<file path="src/rtl/common_pkg.sv">
// common_pkg: shared NoC defaults used by the link-level blocks.
//   DEFAULT_VC_W          - number of virtual channels per link
//   DEFAULT_VC_FIFO_DEPTH - per-VC depth; usable capacity is DEPTH-1 flits
//   DEFAULT_FLIT_W        - flit payload width in bits
package common_pkg;
  localparam int DEFAULT_VC_W          = 4;
  localparam int DEFAULT_VC_FIFO_DEPTH = 4;
  localparam int DEFAULT_FLIT_W        = 32;
endpackage

</file>
<file path="src/rtl/vc_fifo.sv">
// vc_fifo: single-VC circular FIFO holding DEPTH-1 flits.
// Ports:
//   i_clk, i_rst     - clock, synchronous active-high reset
//   i_push, i_data   - write request and payload (dropped when full)
//   i_pop            - read request (ignored when empty)
//   o_valid, o_data  - non-empty flag and head word
//   o_count          - occupancy 0..DEPTH-1
//   o_pop_eff        - pop actually performed this cycle
//   o_ovf_strb       - write attempted while full (one cycle)
module vc_fifo
  import common_pkg::*;
#(
  parameter int DEPTH  = DEFAULT_VC_FIFO_DEPTH,
  parameter int FLIT_W = DEFAULT_FLIT_W,
  localparam int PTR_W = $clog2(DEPTH)
) (
  input  logic              i_clk,
  input  logic              i_rst,
  input  logic              i_push,
  input  logic [FLIT_W-1:0] i_data,
  input  logic              i_pop,
  output logic              o_valid,
  output logic [FLIT_W-1:0] o_data,
  output logic [PTR_W-1:0]  o_count,
  output logic              o_pop_eff,
  output logic              o_ovf_strb
);
  localparam logic [PTR_W-1:0] LAST = PTR_W'(DEPTH-2);
  localparam logic [PTR_W-1:0] FULL = PTR_W'(DEPTH-1);

  logic [FLIT_W-1:0] mem [DEPTH-1];
  logic [PTR_W-1:0]  head, tail, count;
  logic              full, wr, rd;

  function automatic logic [PTR_W-1:0] nxt(input logic [PTR_W-1:0] p);
    return (p == LAST) ? '0 : p + 1'b1;
  endfunction

  assign full       = (count == FULL);
  assign o_valid    = (count != '0);
  assign wr         = i_push & ~full;
  assign rd         = i_pop & o_valid;
  assign o_pop_eff  = rd;
  assign o_ovf_strb = i_push & full;
  assign o_data     = mem[head];
  assign o_count    = count;

  always_ff @(posedge i_clk) begin
    if (i_rst) begin
      head  <= '0;
      tail  <= '0;
      count <= '0;
    end else begin
      if (wr) tail <= nxt(tail);
      if (rd) head <= nxt(head);
      // push+pop together leaves count unchanged; slots differ since count>=1
      case ({wr, rd})
        2'b10:   count <= count + 1'b1;
        2'b01:   count <= count - 1'b1;
        default: count <= count;
      endcase
    end
  end

  // storage is intentionally not reset
  always_ff @(posedge i_clk) begin
    if (wr) mem[tail] <= i_data;
  end
endmodule

</file>
<file path="src/rtl/vc_rx_buffer.sv">
// vc_rx_buffer: receive-side VC input buffer terminating one NoC link.
// One vc_fifo per VC; each effective pop returns one credit pulse upstream.
// Ports:
//   i_clk, i_rst      - clock, synchronous active-high reset
//   i_flit_valid      - flit present on link
//   i_flit            - flit payload
//   i_vc_sel          - one-hot target VC (all-zero ignored)
//   o_vc_credit_gnt   - per-VC credit return pulse
//   o_vc_valid        - per-VC non-empty
//   o_vc_flit         - per-VC head flit
//   i_vc_pop          - per-VC pop request
//   o_vc_count        - per-VC occupancy
//   o_overflow        - sticky: write hit a full VC
// Build option: define VC_RX_CREDIT_REG_EN to register o_vc_credit_gnt
// (pulse one cycle after the pop); otherwise it is combinational.
module vc_rx_buffer
  import common_pkg::*;
#(
  parameter int VC_W   = DEFAULT_VC_W,
  parameter int DEPTH  = DEFAULT_VC_FIFO_DEPTH,
  parameter int FLIT_W = DEFAULT_FLIT_W,
  localparam int CNT_W = $clog2(DEPTH)
) (
  input  logic                         i_clk,
  input  logic                         i_rst,
  input  logic                         i_flit_valid,
  input  logic [FLIT_W-1:0]            i_flit,
  input  logic [VC_W-1:0]              i_vc_sel,
  output logic [VC_W-1:0]              o_vc_credit_gnt,
  output logic [VC_W-1:0]              o_vc_valid,
  output logic [VC_W-1:0][FLIT_W-1:0]  o_vc_flit,
  input  logic [VC_W-1:0]              i_vc_pop,
  output logic [VC_W-1:0][CNT_W-1:0]   o_vc_count,
  output logic                         o_overflow
);
  logic [VC_W-1:0] push, pop_eff, ovf_strb;

  assign push = {VC_W{i_flit_valid}} & i_vc_sel;

  for (genvar v = 0; v < VC_W; v++) begin : g_vc
    vc_fifo #(.DEPTH(DEPTH), .FLIT_W(FLIT_W)) u_fifo (
      .i_clk      (i_clk),
      .i_rst      (i_rst),
      .i_push     (push[v]),
      .i_data     (i_flit),
      .i_pop      (i_vc_pop[v]),
      .o_valid    (o_vc_valid[v]),
      .o_data     (o_vc_flit[v]),
      .o_count    (o_vc_count[v]),
      .o_pop_eff  (pop_eff[v]),
      .o_ovf_strb (ovf_strb[v])
    );
  end

`ifdef VC_RX_CREDIT_REG_EN
  logic [VC_W-1:0] credit_q;
  always_ff @(posedge i_clk) begin
    if (i_rst) credit_q <= '0;
    else       credit_q <= pop_eff;
  end
  assign o_vc_credit_gnt = credit_q;
`else
  assign o_vc_credit_gnt = pop_eff;
`endif

  always_ff @(posedge i_clk) begin
    if (i_rst)          o_overflow <= 1'b0;
    else if (|ovf_strb) o_overflow <= 1'b1;
  end

`ifdef SIMULATION
  always_ff @(posedge i_clk) begin
    if (!i_rst) begin
      assert ($onehot0(i_vc_sel)) else $error("vc_sel not onehot0");
      assert (!i_flit_valid || (i_vc_sel != '0)) else $error("flit_valid with empty vc_sel");
      assert (!$isunknown({i_flit_valid, i_vc_pop, o_vc_valid, o_vc_credit_gnt, o_overflow}))
        else $error("X on control");
      for (int v = 0; v < VC_W; v++)
        assert (int'(o_vc_count[v]) <= DEPTH-1) else $error("count above capacity");
      assert (!o_overflow) else $error("overflow raised");
    end
  end
`endif
endmodule
</file>
<file path="config.mk">
export PLATFORM = sky130hd
export DESIGN_NAME = vc_rx_buffer
export DESIGN_NICKNAME = d
export VERILOG_FILES = /design/src/rtl/common_pkg.sv /design/src/rtl/vc_fifo.sv /design/src/rtl/vc_rx_buffer.sv
export SDC_FILE = /design/constraint.sdc
export NUM_CORES = 1
export LEC_CHECK = 0
export BUFFER_PORTS_ARGS = -buffer_cell sky130_fd_sc_hd__buf_2
export CORE_MARGIN = 5
export CORE_UTILIZATION = 62
export CTS_CLUSTER_SIZE = 25
export DETAILED_ROUTE_END_ITERATION = 10
export GPL_TIMING_DRIVEN = 0
export PLACE_DENSITY = 0.84
export REMOVE_ABC_BUFFERS = 1
export SLEW_MARGIN = 15
export SYNTH_ARGS = -nofsm -noshare
export SYNTH_HDL_FRONTEND = slang
export SYNTH_SLANG_ARGS = --single-unit
</file>
<file path="constraint.sdc">
create_clock -name i_clk -period 6.7 [get_ports i_clk]
set_input_delay 0.335 -clock i_clk [delete_from_list [all_inputs] [get_ports i_clk]]
set_output_delay 0.335 -clock i_clk [all_outputs]
set_load 0.03 [all_outputs]
</file>
==> impl_metrics.ini, run 1 <==
[yosys]
synth_area_um2 = 15600
ys_seq_area_frac = 0.782
synthXorXnorAreaFrac = 0.00449
synth-seq-cells = 417
syn_inst = 975
synthSimpleGateAreaFrac = 0.0545
ys_async_sr_fraction = 0
synthMuxAreaShare = 0.0821
synth_top_area_cell = edfxtp_1
synth_top_area_frac = 0.739
synth_top_family_by_area = multiplexers
syn_avg_cell_area_um2 = 16.0
synth_fa_ha_area_frac = 0.00321
synth-main-ff-cell = edfxtp_1
yosysWarnings = 0
synth_compound_area_frac = 0.0545
synth.area.top_cells = edfxtp_1 74%, mux2i_1 8.2%, o21ai_0 4.6%
synth_edf_count = 384
synth_cell_types = 28

[sta]
setup_tns_ns = 0
skew_ns = 0.00768
rsz0062_at_grt = no
tightest_slew_ns = 0.709
setup_violations = 0
fmax_mhz = 379
postLayoutSetupSlackWorst_ns = 4.06
slew_headroom = 0.527
hold_viol_final = 0
min_period_over_period = 0.394
maxSlewViolCount = 0
whs_ns = 0.118
layout_min_cycle_time_ns = 2.64

[floorplan]
fp.dieW_um = 169
dieArea_um2 = 28400
start_util = 0.625
rows = 58
core-area_um2 = 25000
dieHeight_um = 169
io_pins = 188

[global_routing]
track_usage = 0.224
grt_pass1_vias = 8596
overflow = 0
grt_pass1_wl_um = 48500
grt_max_degree = 43
antenna_found_initial = 1

[clock_network]
cts_hold_repair.buffers = 0
clock_path_buffers = 3
h-tree-depth = 2
cts_tree = built
cts_buffers = 41
postCtsSetupBuffers = 0
post_cts_resized = 0
clkLatencyLatePin_ns = 0.52
clkTransAtPathRegs_ns = 0.06
cts_num_sinks = 417
root_buffer = clkbuf_16

[placement]
place.gp.congestion = 0.720
dp_slack_ns = 4.33
dp_hpwl_um = 20900
dpl-instance-area_um2 = 17200
dp_cells = 1469
io_buffers = 187

[layout]
drive_above_1_share = 0.264
syn2layout_area_growth_pct = 19.3
utilization = 0.745
fin_nets = 1229
stdcell_count = 1544
final_area_um2 = 18600
n_antenna_cell = 0
fill_cells = 1450

[power]
switchingPower_mw = 1.89
power.density_nw_per_um2 = 358
power.combinational.fraction = 0.191
pwr-share-seq = 0.462
p_leak_nw = 6.28
finalPower_mw = 6.66
internal_power_mw = 4.78
p_sw_frac = 0.283
ir_drop_uv = 350
clkPwrFrac = 0.347

[worst_setup_path]
slowest_stage = dfxtp_2
slowest_delay_ns = 0.78
path_cells = buf_12 -> mux2i_1 -> o21ai_0 -> buf_2
path_class = reg2out
cp.arrival_ns = 2.30
cp-start-kind = flop
critPathBufInv = 2
crit_family = flip-flops
worstSetupEndpointType = primary output
cp.required_ns = 6.36
worstPathMaxFanout = 17

[route]
ant_nets = 0
wirelength_um = 32100
routed_via_density = 5.67
drt-pass1-iter-count = 5
post_drt_wl_per_cell_um = 20.8
drt_iter0_drc = 819
drc = 0
routed-via-count = 8754

[run_status]
outcome = completed

[run]
cap_violations = 0

[worst_hold_path]
hp-class = in2reg
[state kept, by name, indices dropped and copies added (netlist names), named ones only]
name	count
g_vc.u_fifo.tail	8
o_overflow	1
g_vc.u_fifo.o_count	8
g_vc.u_fifo.head	8
g_vc.u_fifo.mem	384
[cells in the mapped netlist (3+ instances only)]
| cell | instances |
|---|---|
| mux2i_1 | 128 |
| nand2_1 | 140 |
| a21oi_2 | 3 |
| nand3_1 | 4 |
| o21ai_0 | 143 |
| nor2_1 | 4 |
| inv_1 | 13 |
| or2_2 | 8 |
| nor3b_1 | 4 |
| or4b_4 | 4 |
| and2_4 | 4 |
| clkbuf_1 | 31 |
| dfxtp_1 | 33 |
| buf_2 | 16 |
| or3_1 | 8 |
| xor2_1 | 4 |
| edfxtp_1 | 384 |
| xnor2_1 | 4 |
| buf_4 | 8 |
| ha_1 | 4 |
| nand3b_1 | 3 |
| a21oi_1 | 17 |
[path summary, 6_finish.rpt]
| check | cells after the start | startpoint | endpoint | slack [ns] |
|---|---|---|---|---|
| max | 4 | flop | o_vc_flit[102] | 4.06 |
| min reg2reg | 2 | g_vc[2].u_fifo.head[1] | flop | 0.47 |
| max reg2reg | 6 | g_vc[1].u_fifo.o_count[0] | g_vc[1].u_fifo.mem[2][7] | 4.38 |
| min | 1 | i_flit[25] | g_vc[1].u_fifo.mem[0][25] | 0.12 |
[power by group through the flow]
stage	registers, mW	logic [mW]	clock network [mW]
2_1_floorplan	3.18	0.772	0
3_3_place_gp	3.21	1.14	0
3_5_place_dp	3.13	1.27	0
4_1_cts	3.08	1.28	2.34
5_1_grt	3.09	1.35	2.46
6_report	3.08	1.27	2.31
[cell type report]
cell class                      count  area [µm²]  area share
Clock buffer                       50        1110      0.0598
Inverter                           13        48.8     0.00262
Multi-Input combinational cell    490        3120       0.168
Clock inverter                     25         269      0.0145
Sequential cell                   417       12200       0.656
Timing Repair Buffer              219        1440      0.0772
Tap cell                          330         413      0.0222
[cell families after synthesis]
| family | after synthesis |
|---|---|
| AND/OR/NAND/NOR | 184 |
| buffers and inverters | 68 |
| flip-flops | 417 |
| multiplexers | 128 |
| adder cells (fa/ha/maj) | 4 |
| XOR/XNOR | 8 |
| AO/OA/AOI/OAI | 166 |
[routing by layer]
layer / routed length (µm) / track usage / vias up
li1: - / - / 4059
met1: 13300 / 0.305 / 4288
met2: 15900 / 0.376 / 342
met3: 2100 / 0.0397 / 63
met4: 813 / 0.0688 / 2
met5: 7 / 0 / -
[layout by cell type, fill, tap and decap left out, types with 2 or more instances in the layout]
| master | n |
|---|---|
| xnor2_1 | 4 |
| a21oi_1 | 17 |
| or3_1 | 8 |
| dfxtp_2 | 8 |
| buf_2 | 187 |
| clkbuf_16 | 43 |
| or4b_4 | 4 |
| clkbuf_1 | 6 |
| mux2i_1 | 128 |
| nand2_1 | 140 |
| or4_4 | 2 |
| clkinv_1 | 10 |
| clkinv_2 | 7 |
| nor2_1 | 4 |
| a21oi_2 | 3 |
| buf_6 | 4 |
| inv_2 | 8 |
| or4_1 | 2 |
| nand3_1 | 4 |
| and2_4 | 4 |
| o21ai_0 | 143 |
| edfxtp_1 | 384 |
| buf_12 | 10 |
| buf_16 | 6 |
| dfxtp_1 | 25 |
| nor3b_2 | 4 |
| inv_1 | 5 |
| bufinv_16 | 6 |
| buf_4 | 12 |
| ha_1 | 4 |
| xor2_1 | 4 |
| or2_2 | 8 |
| nand3b_1 | 3 |
Note: power is estimated with default switching activity, not from simulation.
==> run 2: changes to the inputs <==
Settings changed: ABC_AREA from default to 1, CORE_UTILIZATION 62 to 58, PLACE_DENSITY 0.84 to 0.8.
Clock period 6.7 ns to 2.7 ns, I/O delays scaled along.
==> impl_metrics.ini, run 2 <==
[worst_hold_path]
hp-class = in2reg

[clock_network]
clock_path_buffers = 3
h-tree-depth = 2
postCtsSetupBuffers = 0
cts_num_sinks = 417
cts_buffers = 40
clkTransAtPathRegs_ns = 0.06
root_buffer = clkbuf_16
cts_tree = built
clkLatencyLatePin_ns = 0.52

[yosys]
synth_top_family_by_area = compound AO/OA/AOI/OAI gates
synthSimpleGateAreaFrac = 0.0867
ys_async_sr_fraction = 0
synth_edf_count = 384
synthXorXnorAreaFrac = 0.00112
yosysMostFrequentCell = edfxtp_1
synth.area.top_cells = edfxtp_1 74%, a21oi_1 8.5%, dfxtp_1 4.2%
synth_area_um2 = 15600
synth_cell_types = 23
yosysWarnings = 0
synth_fa_ha_area_frac = 0.00320
synth_top_area_cell = edfxtp_1
synth_compound_area_frac = 0.0939
synth-seq-cells = 417
synth-main-ff-cell = edfxtp_1
syn_inst = 1159
synthTopCellsByCount = 384 x edfxtp_1, 266 x a21oi_1, 168 x nand2_1, 163 x nor2_1, 45 x buf_2
ys_seq_area_frac = 0.780
synth_top_area_frac = 0.738
syn_avg_cell_area_um2 = 13.5
synthMuxAreaShare = 0

[sta]
min_period_over_period = 0.973
skew_ns = 0.0108
layout_min_cycle_time_ns = 2.63
slew_headroom = 0.370
maxSlewViolCount = 0
whs_ns = 0.0668
hold_viol_final = 0
tightest_slew_ns = 0.945
fmax_mhz = 381
rsz0062_at_grt = no
setup_violations = 0

[power]
p_leak_nw = 7.02
finalPower_mw = 17.5
power.density_nw_per_um2 = 928
ir_drop_uv = 764

[worst_setup_path]
cp.arrival_ns = 2.49
worstPathMaxFanout = 32
reg2reg_to = g_vc[1].u_fifo.mem[2][0]
rr_startpoint = g_vc[1].u_fifo.o_count[0]
path_cells = buf_16 -> inv_2 -> nor2_1 -> a21oi_1 -> buf_2
slowest_stage = inv_2
endpoint = o_vc_flit[18]
slowest_delay_ns = 0.59
path_class = reg2out
worstSetupEndpointType = primary output
cp.required_ns = 2.57
cp-start-kind = flop
r2r_slack_ns = 0.65
worstRegToRegCells = 5

[route]
ant_nets = 0
drt_iter0_drc = 960
post_drt_wl_per_cell_um = 21.8
routed-via-count = 10227
met2_length_um = 18900
drc = 0
drt-pass1-iter-count = 6
highest-signal-layer = met4
wirelength_um = 38000
wl_met1_um = 14800
route.met3.wl_um = 3260
routed_via_density = 5.85

[placement]
dp_hpwl_um = 23700
io_buffers = 187
place.gp.congestion = 0.757

[layout]
largest_register_ffs = 384
n_antenna_cell = 0
syn2layout_area_growth_pct = 20.6
final_common_cell = edfxtp_1
largest_register = g_vc.u_fifo.mem
layout_common_cells = 384 x edfxtp_1, 266 x a21oi_1, 187 x buf_2, 168 x nand2_1, 155 x nor2_1
drive_above_1_share = 0.219
fin_nets = 1426

[global_routing]
grt_max_degree = 34
antenna_found_initial = 0
overflow = 0
grt_pass1_wl_um = 57800
grt_pass1_vias = 10235
track_usage = 0.247

[floorplan]
fp.dieW_um = 174
dieArea_um2 = 30300
dieHeight_um = 174
core-area_um2 = 26700
start_util = 0.585
io_pins = 188
rows = 60

[run]
cap_violations = 0

[run_status]
outcome = completed
==> run 2: worst min-delay path by stage <==
stage	to	cells after the start	from	slack [ns]
finish	o_overflow	5	i_vc_sel[3]	0.07
global route	o_overflow	5	i_vc_sel[3]	0.08
CTS	o_overflow	5	i_vc_sel[3]	0.05
detailed placement	g_vc[2].u_fifo.tail[1]	2	i_rst	0.40
global placement	g_vc[2].u_fifo.tail[1]	2	i_rst	0.41
floorplan	g_vc[2].u_fifo.tail[0]	1	i_rst	0.20
==> run 2: cells by family (layout without fill, tap and decap cells) <==
| family | count (synthesis) | count (layout) |
|---|---|---|
| AO/OA/AOI/OAI | 289 | 289 |
| XOR/XNOR | 2 | 2 |
| adder cells (fa/ha/maj) | 4 | 4 |
| buffers and inverters | 97 | 346 |
| flip-flops | 417 | 417 |
| AND/OR/NAND/NOR | 350 | 350 |
==> run 2: metrics by stage <==
step	setup WS [ns]	setup TNS [ns]	util	area (µm²)	std cells
floorplan	-0.661	-41.03	-	15200	1094
global placement	-2.44	-441.68	0.620	16600	1622
detailed placement	0.575	0	0.640	17100	1644
CTS	0.00663	0	0.704	18800	1749
global route	0.0230	0	0.705	18800	1749
finish	0.0729	0	0.705	18800	1749
==> run 2: layout make-up <==
cell class | count | area [µm²]
multi-input cells | 645 | 2960
flip-flops and latches | 417 | 12200
inverters | 32 | 133
fillers | 1710 | 7890
repair buffers | 243 | 1750
well taps | 341 | 427
clock buffers | 44 | 1050
clock inverters | 27 | 319
==> run 2: where the power goes <==
group / internal [mW] / switching (mW)
Sequential: 7.32 / 0.364
Combinational: 1.11 / 2.94
Clock: 3.47 / 2.29
==> run 2: critical path: cells and delay by family (launching register included) <==
family,cells,cell delay (ns)
flops,1,0.46
compound gates,1,0.30
simple gates,1,0.09
buf+inv,3,1.10
==> run 2: timing repair <==
item,CTS,global route
resized for setup,0,11
setup endpoints to repair,0,49
hold buffers,34,0
hold endpoints to repair,389,0
==> run 2: layer usage <==
layer | global-route usage | vias up
met5 | 0 | -
met4 | 0.0818 | 0
met3 | 0.0468 | 75
met2 | 0.413 | 549
met1 | 0.333 | 5019
li1 | - | 4584
==> run 3: changes to the inputs <==
--- a/config.mk
+++ b/config.mk
@@ -15,2 +15,3 @@
 export PLACE_DENSITY = 0.8
+export RECOVER_POWER = 50
 export REMOVE_ABC_BUFFERS = 1
--- a/constraint.sdc
+++ b/constraint.sdc
@@ -3,2 +3,2 @@
 set_output_delay 0.135 -clock i_clk [all_outputs]
-set_load 0.03 [all_outputs]
+set_load 0.005 [all_outputs]
==> impl_metrics.ini, run 3 (synthesized netlist as in run 2, its figures left out) <==
[global_routing]
met3_usage = 0.0468
grt_max_degree = 34
track_usage = 0.247
grt_pass1_wl_um = 57800
grt_pass1_vias = 10235
antenna_found_initial = 0
met2_usage = 0.413
overflow = 0
grt.busiest_layer = met2
global_route.usage.met1 = 0.333

[worst_setup_path]
slowest_delay_ns = 0.69
worstSetupEndpointType = primary output
cp-start-kind = flop
slowest_stage = inv_2
path_cells = inv_2 -> nand2_1 -> a21oi_1 -> buf_2
path_class = reg2out
cp.arrival_ns = 2.46
worstPathMaxFanout = 33
cp.required_ns = 2.57

[sta]
layout_min_cycle_time_ns = 2.60
whs_ns = 0.0413
min_period_over_period = 0.963
slew_headroom = 0.358
setup_violations = 0
skew_ns = 0.0114
tightest_slew_ns = 0.961
hold_viol_final = 0
fmax_mhz = 385
maxSlewViolCount = 0
postLayoutSetupSlackWorst_ns = 0.101
rsz0062_at_grt = no
setup_tns_ns = 0

[clock_network]
postCtsSetupBuffers = 0
root_buffer = clkbuf_16
clkLatencyLatePin_ns = 0.52
cts_tree = built
clock_path_buffers = 3
cts_buffers = 40
cts_num_sinks = 417
clkTransAtPathRegs_ns = 0.06
h-tree-depth = 2

[layout]
final_area_um2 = 18800
syn2layout_area_growth_pct = 20.1
largest_register_ffs = 384
final_common_cell = edfxtp_1
drive_above_1_share = 0.188
stdcell_count = 1749
n_antenna_cell = 0
utilization = 0.702
fin_nets = 1426
layout_common_cells = 384 x edfxtp_1, 267 x a21oi_1, 168 x nand2_1, 156 x nor2_1, 149 x buf_2
largest_register = g_vc.u_fifo.mem

[placement]
dp_slack_ns = 0.638
place.gp.congestion = 0.757
io_buffers = 187
dp_hpwl_um = 23700
dp_cells = 1644
dpl-instance-area_um2 = 17100

[route]
routed_via_density = 5.84
ant_nets = 0
drc = 0
wirelength_um = 38100
drt_iter0_drc = 980
drt-pass1-iter-count = 7
routed-via-count = 10220
post_drt_wl_per_cell_um = 21.8

[power]
power.combinational.fraction = 0.169
switchingPower_mw = 4.33
p_leak_nw = 6.90
finalPower_mw = 16.2
internal_power_mw = 11.9
pwr-share-seq = 0.474
clkPwrFrac = 0.357
power.density_nw_per_um2 = 863
p_sw_frac = 0.267
ir_drop_uv = 717

[floorplan]
dieArea_um2 = 30300
io_pins = 188
core-area_um2 = 26700
start_util = 0.585
rows = 60
fp.dieW_um = 174
dieHeight_um = 174

[run]
cap_violations = 0

[worst_hold_path]
hp-class = in2reg

[run_status]
outcome = completed
==> run 3: cell count changes in the layout (fill, tap and decap cells not counted), sizes merged <==
cell | previous run | this run
clkbuf | 44 | 84
buf | 209 | 169
==> run 3: worst max-delay path, delay by kind of cell, from the launching register on <==
kind,cells,cell delay (ns)
DFF,1,0.58
AOI/OAI and AO/OA,1,0.36
and+or+nand+nor,1,0.11
buffers and inverters,2,0.88
==> run 3: final timing paths <==
path                        startpoint                  endpoint  slack (ns)  cells after the start
min                        i_vc_sel[3]                o_overflow        0.04                      5
max reg2reg  g_vc[3].u_fifo.o_count[0]  g_vc[3].u_fifo.mem[2][6]        0.46                      5
max                               flop             o_vc_flit[35]        0.10                      4
min reg2reg     g_vc[0].u_fifo.tail[0]    g_vc[0].u_fifo.tail[0]        0.49                      2
==> run 3: what timing repair did <==
item                       in CTS  in global routing
setup endpoints to repair       0                  5
hold buffers                   34                  0
resized for setup               0                  2
hold endpoints to repair      389                  0
==> run 3: metal layers <==
| layer | up-vias | part of all wire |
|---|---|---|
| met5 | - | 0 |
| met3 | 83 | 0.093 |
| met1 | 5026 | 0.39 |
| li1 | 4585 | - |
| met2 | 526 | 0.49 |
| met4 | 0 | 0.028 |
==> run 3: cell type report <==
| cell class | instances | area, µm² |
|---|---|---|
| clock buffer | 44 | 1050 |
| clock inverter | 27 | 319 |
| fill | 1740 | 7960 |
| inverter | 32 | 120 |
| multi-input combinational | 645 | 2950 |
| sequential | 417 | 12200 |
| tap | 341 | 427 |
| timing repair buffer | 243 | 1690 |
==> run 3: power by group through the flow <==
stage	clock (mW)	sequential [mW]	combinational (mW)
floorplan	0	7.69	1.24
global placement	0	7.86	2.44
detailed placement	0	7.81	2.71
CTS	5.82	7.68	2.77
global route	6.09	7.71	3.01
finish	5.77	7.68	2.74
